## src/rtl/mem_to_fifo_mq.sv

```systemverilog
// Multi-queue SRAM replay reader: round-robin read issue, tag-routed responses,
// credit backpressure, infinite replay and per-queue done / underflow status.
//
// state  | meaning
// IDLE   | waiting for a q_start rising edge
// RUN    | replaying the window, eligible for grants
// DONE   | replay finished; q_done once in-flight reads drain
module mem_to_fifo_mq #(
    parameter int NUM_QUEUES         = 4,
    parameter int QID_BITS           = $clog2(NUM_QUEUES),
    parameter int MEM_ADDR_WIDTH     = 19,
    parameter int MEM_DATA_WIDTH     = 36,
    parameter int FIFO_DATA_WIDTH    = 2*MEM_DATA_WIDTH,
    parameter int REPLAY_COUNT_WIDTH = 32,
    parameter int TAG_DEPTH_BITS     = 4,
    parameter int CREDIT_MAX         = 16,
    parameter int CREDIT_BITS        = $clog2(CREDIT_MAX)+1
) (
    input  logic                                     clk,
    input  logic                                     rst,
    input  logic                                     sw_rst,
    input  logic                                     cal_done,
    output logic                                     mem_r_n,
    output logic [MEM_ADDR_WIDTH-1:0]                mem_ad_rd,
    input  logic                                     mem_rd_full,
    input  logic                                     mem_qr_valid,
    input  logic [MEM_DATA_WIDTH-1:0]                mem_qrl,
    input  logic [MEM_DATA_WIDTH-1:0]                mem_qrh,
    output logic [NUM_QUEUES-1:0]                    q_fifo_wr_en,
    output logic [NUM_QUEUES*FIFO_DATA_WIDTH-1:0]    q_fifo_data,
    input  logic [NUM_QUEUES-1:0]                    q_fifo_rd_en,
    input  logic [NUM_QUEUES*MEM_ADDR_WIDTH-1:0]     q_addr_low,
    input  logic [NUM_QUEUES*MEM_ADDR_WIDTH-1:0]     q_addr_high,
    input  logic [NUM_QUEUES*REPLAY_COUNT_WIDTH-1:0] q_replay_count,
    input  logic [NUM_QUEUES-1:0]                    q_start,
    input  logic [NUM_QUEUES-1:0]                    q_enable,
    output logic [NUM_QUEUES-1:0]                    q_done,
    output logic                                     err_tag_underflow
);

    localparam int TAG_DEPTH = 2**TAG_DEPTH_BITS;
    localparam logic [TAG_DEPTH_BITS:0] TAG_FULL  = (TAG_DEPTH_BITS+1)'(TAG_DEPTH);
    localparam logic [CREDIT_BITS-1:0]  CRED_FULL = CREDIT_BITS'(CREDIT_MAX);
    localparam logic [QID_BITS-1:0]     PTR_INIT  = QID_BITS'(NUM_QUEUES-1);

    typedef enum logic [1:0] {S_IDLE, S_RUN, S_DONE} q_state_t;

    logic srst;
    assign srst = rst | sw_rst;

    q_state_t                      state_q   [NUM_QUEUES];
    q_state_t                      state_d   [NUM_QUEUES];
    logic [MEM_ADDR_WIDTH-1:0]     addr_q    [NUM_QUEUES];
    logic [MEM_ADDR_WIDTH-1:0]     addr_lo   [NUM_QUEUES];
    logic [MEM_ADDR_WIDTH-1:0]     addr_hi   [NUM_QUEUES];
    logic [REPLAY_COUNT_WIDTH-1:0] rpt_cnt   [NUM_QUEUES];
    logic [REPLAY_COUNT_WIDTH-1:0] cnt_q     [NUM_QUEUES];
    logic [CREDIT_BITS-1:0]        credit_q  [NUM_QUEUES];
    logic [TAG_DEPTH_BITS:0]       inflight_q[NUM_QUEUES];
    logic [NUM_QUEUES-1:0]         inf_q, start_prev, start_rise, eligible, issue, at_last, resp_dec;

    logic [QID_BITS-1:0]           ptr_q, grant_id;
    logic                          grant_vld;

    logic [QID_BITS-1:0]           tag_mem [TAG_DEPTH];
    logic [TAG_DEPTH_BITS-1:0]     tag_wr, tag_rd;
    logic [TAG_DEPTH_BITS:0]       tag_cnt;
    logic                          tag_pop;
    logic [QID_BITS-1:0]           resp_qid;

    for (genvar gi = 0; gi < NUM_QUEUES; gi++) begin : g_unpack
        assign addr_lo[gi] = q_addr_low[gi*MEM_ADDR_WIDTH +: MEM_ADDR_WIDTH];
        assign addr_hi[gi] = q_addr_high[gi*MEM_ADDR_WIDTH +: MEM_ADDR_WIDTH];
        assign rpt_cnt[gi] = q_replay_count[gi*REPLAY_COUNT_WIDTH +: REPLAY_COUNT_WIDTH];
    end

    assign start_rise = q_start & ~start_prev;
    assign tag_pop    = mem_qr_valid && (tag_cnt != '0);
    assign resp_qid   = tag_mem[tag_rd];

    always_comb begin
        eligible = '0;
        at_last  = '0;
        for (int i = 0; i < NUM_QUEUES; i++) begin
            at_last[i]  = (addr_q[i] == addr_hi[i] - MEM_ADDR_WIDTH'(1));
            eligible[i] = (state_q[i] == S_RUN) && q_enable[i] && (credit_q[i] != '0) &&
                          cal_done && !mem_rd_full && (tag_cnt != TAG_FULL);
        end
    end

    // Round-robin search starting one past the last granted queue.
    always_comb begin
        int idx;
        grant_vld = 1'b0;
        grant_id  = '0;
        idx       = 0;
        for (int k = 1; k <= NUM_QUEUES; k++) begin
            idx = int'(ptr_q) + k;
            if (idx >= NUM_QUEUES) idx = idx - NUM_QUEUES;
            if (!grant_vld && eligible[idx]) begin
                grant_vld = 1'b1;
                grant_id  = QID_BITS'(idx);
            end
        end
    end

    always_comb begin
        issue    = '0;
        resp_dec = '0;
        if (grant_vld) issue[grant_id] = 1'b1;
        if (tag_pop)   resp_dec[resp_qid] = 1'b1;
    end

    always_comb begin
        for (int i = 0; i < NUM_QUEUES; i++) begin
            state_d[i] = state_q[i];
            case (state_q[i])
                S_IDLE: if (start_rise[i])
                            state_d[i] = (addr_lo[i] >= addr_hi[i]) ? S_DONE : S_RUN;
                S_RUN:  if (!q_start[i])
                            state_d[i] = S_IDLE;
                        else if (issue[i] && at_last[i] && !inf_q[i] &&
                                 cnt_q[i] == REPLAY_COUNT_WIDTH'(1))
                            state_d[i] = S_DONE;
                S_DONE: if (!q_start[i]) state_d[i] = S_IDLE;
                default: state_d[i] = S_IDLE;
            endcase
        end
    end

    // Loaded even during reset so a held q_start does not re-arm on release.
    always_ff @(posedge clk) start_prev <= q_start;

    always_ff @(posedge clk) begin
        if (srst) begin
            for (int i = 0; i < NUM_QUEUES; i++) begin
                state_q[i]    <= S_IDLE;
                addr_q[i]     <= '0;
                cnt_q[i]      <= '0;
                credit_q[i]   <= CRED_FULL;
                inflight_q[i] <= '0;
            end
            inf_q  <= '0;
            q_done <= '0;
            ptr_q  <= PTR_INIT;
        end else begin
            for (int i = 0; i < NUM_QUEUES; i++) begin
                state_q[i] <= state_d[i];
                if (state_q[i] == S_IDLE && start_rise[i]) begin
                    addr_q[i] <= addr_lo[i];
                    cnt_q[i]  <= rpt_cnt[i];
                    inf_q[i]  <= (rpt_cnt[i] == '0);
                end else if (issue[i]) begin
                    if (at_last[i]) begin
                        addr_q[i] <= addr_lo[i];
                        if (!inf_q[i]) cnt_q[i] <= cnt_q[i] - REPLAY_COUNT_WIDTH'(1);
                    end else begin
                        addr_q[i] <= addr_q[i] + MEM_ADDR_WIDTH'(1);
                    end
                end
                if (issue[i] && !q_fifo_rd_en[i])
                    credit_q[i] <= credit_q[i] - CREDIT_BITS'(1);
                else if (!issue[i] && q_fifo_rd_en[i] && credit_q[i] != CRED_FULL)
                    credit_q[i] <= credit_q[i] + CREDIT_BITS'(1);
                if (issue[i] && !resp_dec[i])
                    inflight_q[i] <= inflight_q[i] + 1'b1;
                else if (!issue[i] && resp_dec[i])
                    inflight_q[i] <= inflight_q[i] - 1'b1;
                q_done[i] <= (state_q[i] == S_DONE) && (state_d[i] == S_DONE) &&
                             (inflight_q[i] == '0);
            end
            if (grant_vld) ptr_q <= grant_id;
        end
    end

    always_ff @(posedge clk) begin
        if (grant_vld) tag_mem[tag_wr] <= grant_id;
    end

    always_ff @(posedge clk) begin
        if (srst) begin
            tag_wr  <= '0;
            tag_rd  <= '0;
            tag_cnt <= '0;
        end else begin
            if (grant_vld) tag_wr <= tag_wr + 1'b1;
            if (tag_pop)   tag_rd <= tag_rd + 1'b1;
            if (grant_vld && !tag_pop)      tag_cnt <= tag_cnt + 1'b1;
            else if (!grant_vld && tag_pop) tag_cnt <= tag_cnt - 1'b1;
        end
    end

    always_ff @(posedge clk) begin
        if (srst) begin
            mem_r_n           <= 1'b1;
            mem_ad_rd         <= '0;
            q_fifo_wr_en      <= '0;
            q_fifo_data       <= '0;
            err_tag_underflow <= 1'b0;
        end else begin
            mem_r_n      <= !grant_vld;
            if (grant_vld) mem_ad_rd <= addr_q[grant_id];
            q_fifo_wr_en <= resp_dec;
            if (tag_pop)
                q_fifo_data[int'(resp_qid)*FIFO_DATA_WIDTH +: FIFO_DATA_WIDTH] <= {mem_qrh, mem_qrl};
            if (mem_qr_valid && tag_cnt == '0) err_tag_underflow <= 1'b1;
        end
    end

endmodule
```

## config.mk

```make
export PLATFORM = sky130hd
export DESIGN_NAME = mem_to_fifo_mq
export DESIGN_NICKNAME = d
export VERILOG_FILES = /design/src/rtl/mem_to_fifo_mq.sv
export SDC_FILE = /design/constraint.sdc
export NUM_CORES = 2
export LEC_CHECK = 0
export BUFFER_PORTS_ARGS = -buffer_cell sky130_fd_sc_hd__buf_4
export CAP_MARGIN = 5
export CORE_MARGIN = 10
export CORE_UTILIZATION = 35
export CTS_CLUSTER_SIZE = 16
export DETAILED_ROUTE_END_ITERATION = 8
export PLACE_DENSITY = 0.56
export SYNTH_ARGS = -nofsm -noshare
export SYNTH_HDL_FRONTEND = slang
export SYNTH_SLANG_ARGS = --single-unit
export TNS_END_PERCENT = 5
```

## constraint.sdc

```tcl
create_clock -name clk -period 6 [get_ports clk]
set_input_delay 0.3 -clock clk [delete_from_list [all_inputs] [get_ports clk]]
set_output_delay 0.3 -clock clk [all_outputs]
set_load 0.005 [all_outputs]
```

==> summary.txt <==
Outcome
  – Status: complete, no violations

Global routing
  – First-pass GRT wire length: around 230000 µm
  – Antenna violations before repair: 19
  – Total gr overflow: 0
  – Tot GR Track Use: 0.252
  – Vias in the first global route: 33700
  – Largest net degree at the start of global routing: 72

Synthesis
  – Number of synthesized flops with an enable pin: 276
  – Avg Cell Area, Syn: 9.05 µm²
  – Post-synthesis cell area: between 30000 and 40000 µm²
  – Post-Syn Nets: 4475
  – Register area share after synthesis: 0.427
  – Post-Syn Instances: ~4000
  – Asr flop ratio synth: 0
  – YS warnings: 0
  – Post-synthesis register bit count: about 630
  – Top_reg_cell synth: dfxtp_1
  – Post-synthesis cell type count: between 90 and 100

STA
  – Final WS setup: around 1.5 ns
  – Final Hold Vio Count: 0
  – Crit share post-route: 0.757
  – Slew margin rel.: 0.156
  – Peak Freq: 0.220 GHz
  – TNS Setup: 0 ns
  – RSZ-0062 raised after global routing: false
  – Minimum clock period: between 4 and 5 ns
  – Final Setup Violations: 0
  – Slew Viols, Final: 0
  – Worst setup skew after layout: approximately 0.035 ns
  – Tightest Pin Transition: 1.27 ns

Setup path
  – Crit path launch type: register
  – Setup slack, reg-to-reg: 1.46 ns
  – CP Capture Type: register
  – Maximum fanout along the worst path: slightly above 70
  – CP Class: reg -> reg
  – Arrival time worst endpoint: 5.12 ns
  – R2r endpoint: q_fifo_data[229]$_SDFFE_PN0P_
  – Worst stage delay on the critical path: between 0.8 and 0.9 ns
  – Crit-path cells: mux4_2 > mux4_2 > inv_1 > ha_4 > nor2_1 > nand2_1 > or4_1 > nor2_1 > a22oi_1 > o21ai_0
  – Worst path bufs/invs: 1
  – Worst Path Required: about 6.6 ns
  – CP delay by family, top: simple AND/OR/NAND/NOR gates
  – Reg2reg path depth: 10
  – Slowest cell on crit path: nor2_1
  – Stages on worst setup path: 10

Final layout
  – Layout cells sized above 1: 0.200
  – Commonest non-fill, non-tap cell in the layout: buf_4
  – P&R area growth vs syn: 31.0%
  – Nets: roughly 5300
  – Design Area, Final: between 40000 and 50000 µm²
  – Non-Filler Instances: between 6000 and 7000
  – Commonest non-fill, non-tap cells in the layout: 752 x buf_4, 464 x nand2_1, 379 x nor2_1, 352 x dfxtp_1, 340 x o21ai_0

Min path
  – HP Class: in -> reg
  – Hold path depth: 3
  – Hold Path End: addr_q[0][2]$_SDFFCE_PN0P_
  – HP Start: q_addr_low[2]

CTS
  – H-Tree Depth: 3
  – Root buf cell: clkbuf_16
  – TritonCTS buffer count: 78
  – CTS Sinks: 628
  – Postcts setup bufs: 0
  – CTS resizes: 0
  – CTS tree: done
  – CTS Hold Bufs: 194
  – Reg clk slew, reported paths: approximately 0.060 ns
  – Clk_lat worst skew: slightly below 0.7 ns
  – Clock buffer depth: 3

Detailed routing
  – DRT iter0 DRCs: 3450
  – Overall routed net length: approximately 150000 µm
  – Post-DRT Antenna Nets: 0
  – Via count: ~35000
  – # DRC: 0
  – DRT Pass-1 Iters: 6
  – WL per Instance: between 20 and 25 µm
  – Vias per inst: around 5.6

Power and ir drop
  – Clock power frac: 0.436
  – Combinational share of power: 0.135
  – Seq pwr share: 0.429
  – Net Sw Frac: 0.276
  – Total power draw: 11.1 mW
  – Leak Pwr: approximately 19 nW
  – Peak VDD IR: around 180 µV
  – NetSw: 3.07 mW
  – Int Pwr: 8.04 mW
  – P per Cell Area: 236 nW/µm²

Place
  – Area of placed instances: 42400 µm²
  – Pre-CTS setup slack: between 1.5 and 2 ns
  – Placed insts: 5863
  – PortBufs: 686
  – Gpl congestion: roughly 0.95
  – Post-DP HPWL: roughly 120000 µm

Die
  – Die Area: ~120000 µm²
  – Die width: roughly 340 µm
  – Vert. Die Dim: 340 µm
  – IO Count: around 700
  – Core area: 102000 µm²
  – Starting Density: 0.352
  – Rows: about 120

Job
  – # Max-Cap Violations: 0
## registers in the layout, summed over array words and instances, names as in the netlist, 2 cells and up, named ones only
name / count
q_done: 4
mem_ad_rd: 19
ptr_q: 2
tag_cnt: 5
addr_q: 76
cnt_q: 128
start_prev: 4
tag_mem: 32
credit_q: 20
inf_q: 4
tag_rd: 4
tag_wr: 4
inflight_q: 20
q_fifo_wr_en: 4
state_q: 8
q_fifo_data: 288
## final cells by class
cell class | count | area, µm²
fill | 9860 | 54900
multi-input combinational | 2979 | 19200
sequential | 628 | 15300
timing repair buffer | 946 | 7590
clock buffer | 107 | 2170
tap | 1368 | 1710
inverter | 136 | 510
clock inverter | 35 | 425
antenna | 18 | 45.0
## cell usage after synthesis, types with 26 or more instances
master	instances	area, µm²
or3_1	27	169
and3_1	27	169
o22ai_1	42	263
xor2_1	138	1210
inv_1	134	503
nand4_1	57	357
ha_1	131	1640
dfxtp_1	352	7050
a21o_1	31	233
xnor2_1	181	1590
or4_1	30	225
a221oi_1	37	324
a21oi_1	151	756
and2_1	32	200
nand3b_1	26	195
edfxtp_1	276	8290
o21ai_0	342	1710
o221ai_1	47	412
nor4_1	83	519
clkbuf_1	174	653
mux2i_1	55	551
a22o_1	32	280
nand3_1	80	400
nand2b_1	30	188
nor3_1	114	571
nand2_1	464	1740
a22oi_1	87	653
nor2_1	381	1430
a221o_1	28	280
## cell families (layout without fill, tap and decap cells)
kind of cell | count (synthesis) | count (layout) | synth area share
and+or+nand+nor | 1436 | 1436 | 0.191
muxes | 82 | 82 | 0.0266
xor gates and xnor gates | 319 | 319 | 0.0778
buffers and inverters | 360 | 1224 | 0.0409
DFF | 628 | 628 | 0.427
adders and majority gates | 138 | 138 | 0.0496
AOI/OAI and AO/OA | 1004 | 1004 | 0.187
other | 0 | 18 | 0
## how the worst max path moves through the flow
stage                                  from                             to
2_1_floorplan               q_addr_high[49]      cnt_q[2][0]$_SDFFCE_PN0P_
3_3_place_gp                       register  q_fifo_data[225]$_SDFFE_PN0P_
3_5_place_dp                       register  q_fifo_data[229]$_SDFFE_PN0P_
4_1_cts                            register  q_fifo_data[229]$_SDFFE_PN0P_
5_1_grt        credit_q[1][0]$_SDFFCE_PN0P_     cnt_q[0][25]$_SDFFCE_PN0P_
6_report                           register  q_fifo_data[229]$_SDFFE_PN0P_
## metrics by stage
stage	hold WS (ns)	util
2_1_floorplan	0.328	-
3_3_place_gp	0.424	0.417
3_5_place_dp	0.426	0.417
4_1_cts	0.00271	0.461
5_1_grt	0.00794	0.461
6_report	0.0306	0.462
## layer usage
metal | wire [µm] | GRT usage
met5 | 45 | 0
met1 | 64800 | 0.328
met3 | 13400 | 0.0665
met2 | 69700 | 0.398
met4 | 6370 | 0.0973
## worst register-to-register path, cell delays in order, from the launching register on
cell and delay [ns]:
dfxtp_1 0.62, mux4_2 0.57, mux4_2 0.54, inv_1 0.16, ha_4 0.41, nor2_1 0.23, nand2_1 0.09, or4_1 0.77
nor2_1 0.82, a22oi_1 0.13, o21ai_0 0.12
## power groups by stage
stage          Sequential [mW]  Clock [mW]  Combinational [mW]
5_1_grt                   4.79        5.10                1.62
6_report                  4.77        4.85                1.50
2_1_floorplan             4.78           0               0.792
4_1_cts                   4.77        4.92                1.48
3_3_place_gp              4.85           0                1.36
3_5_place_dp              4.86           0                1.36
No activity file was read; power rests on OpenSTA's default activity.
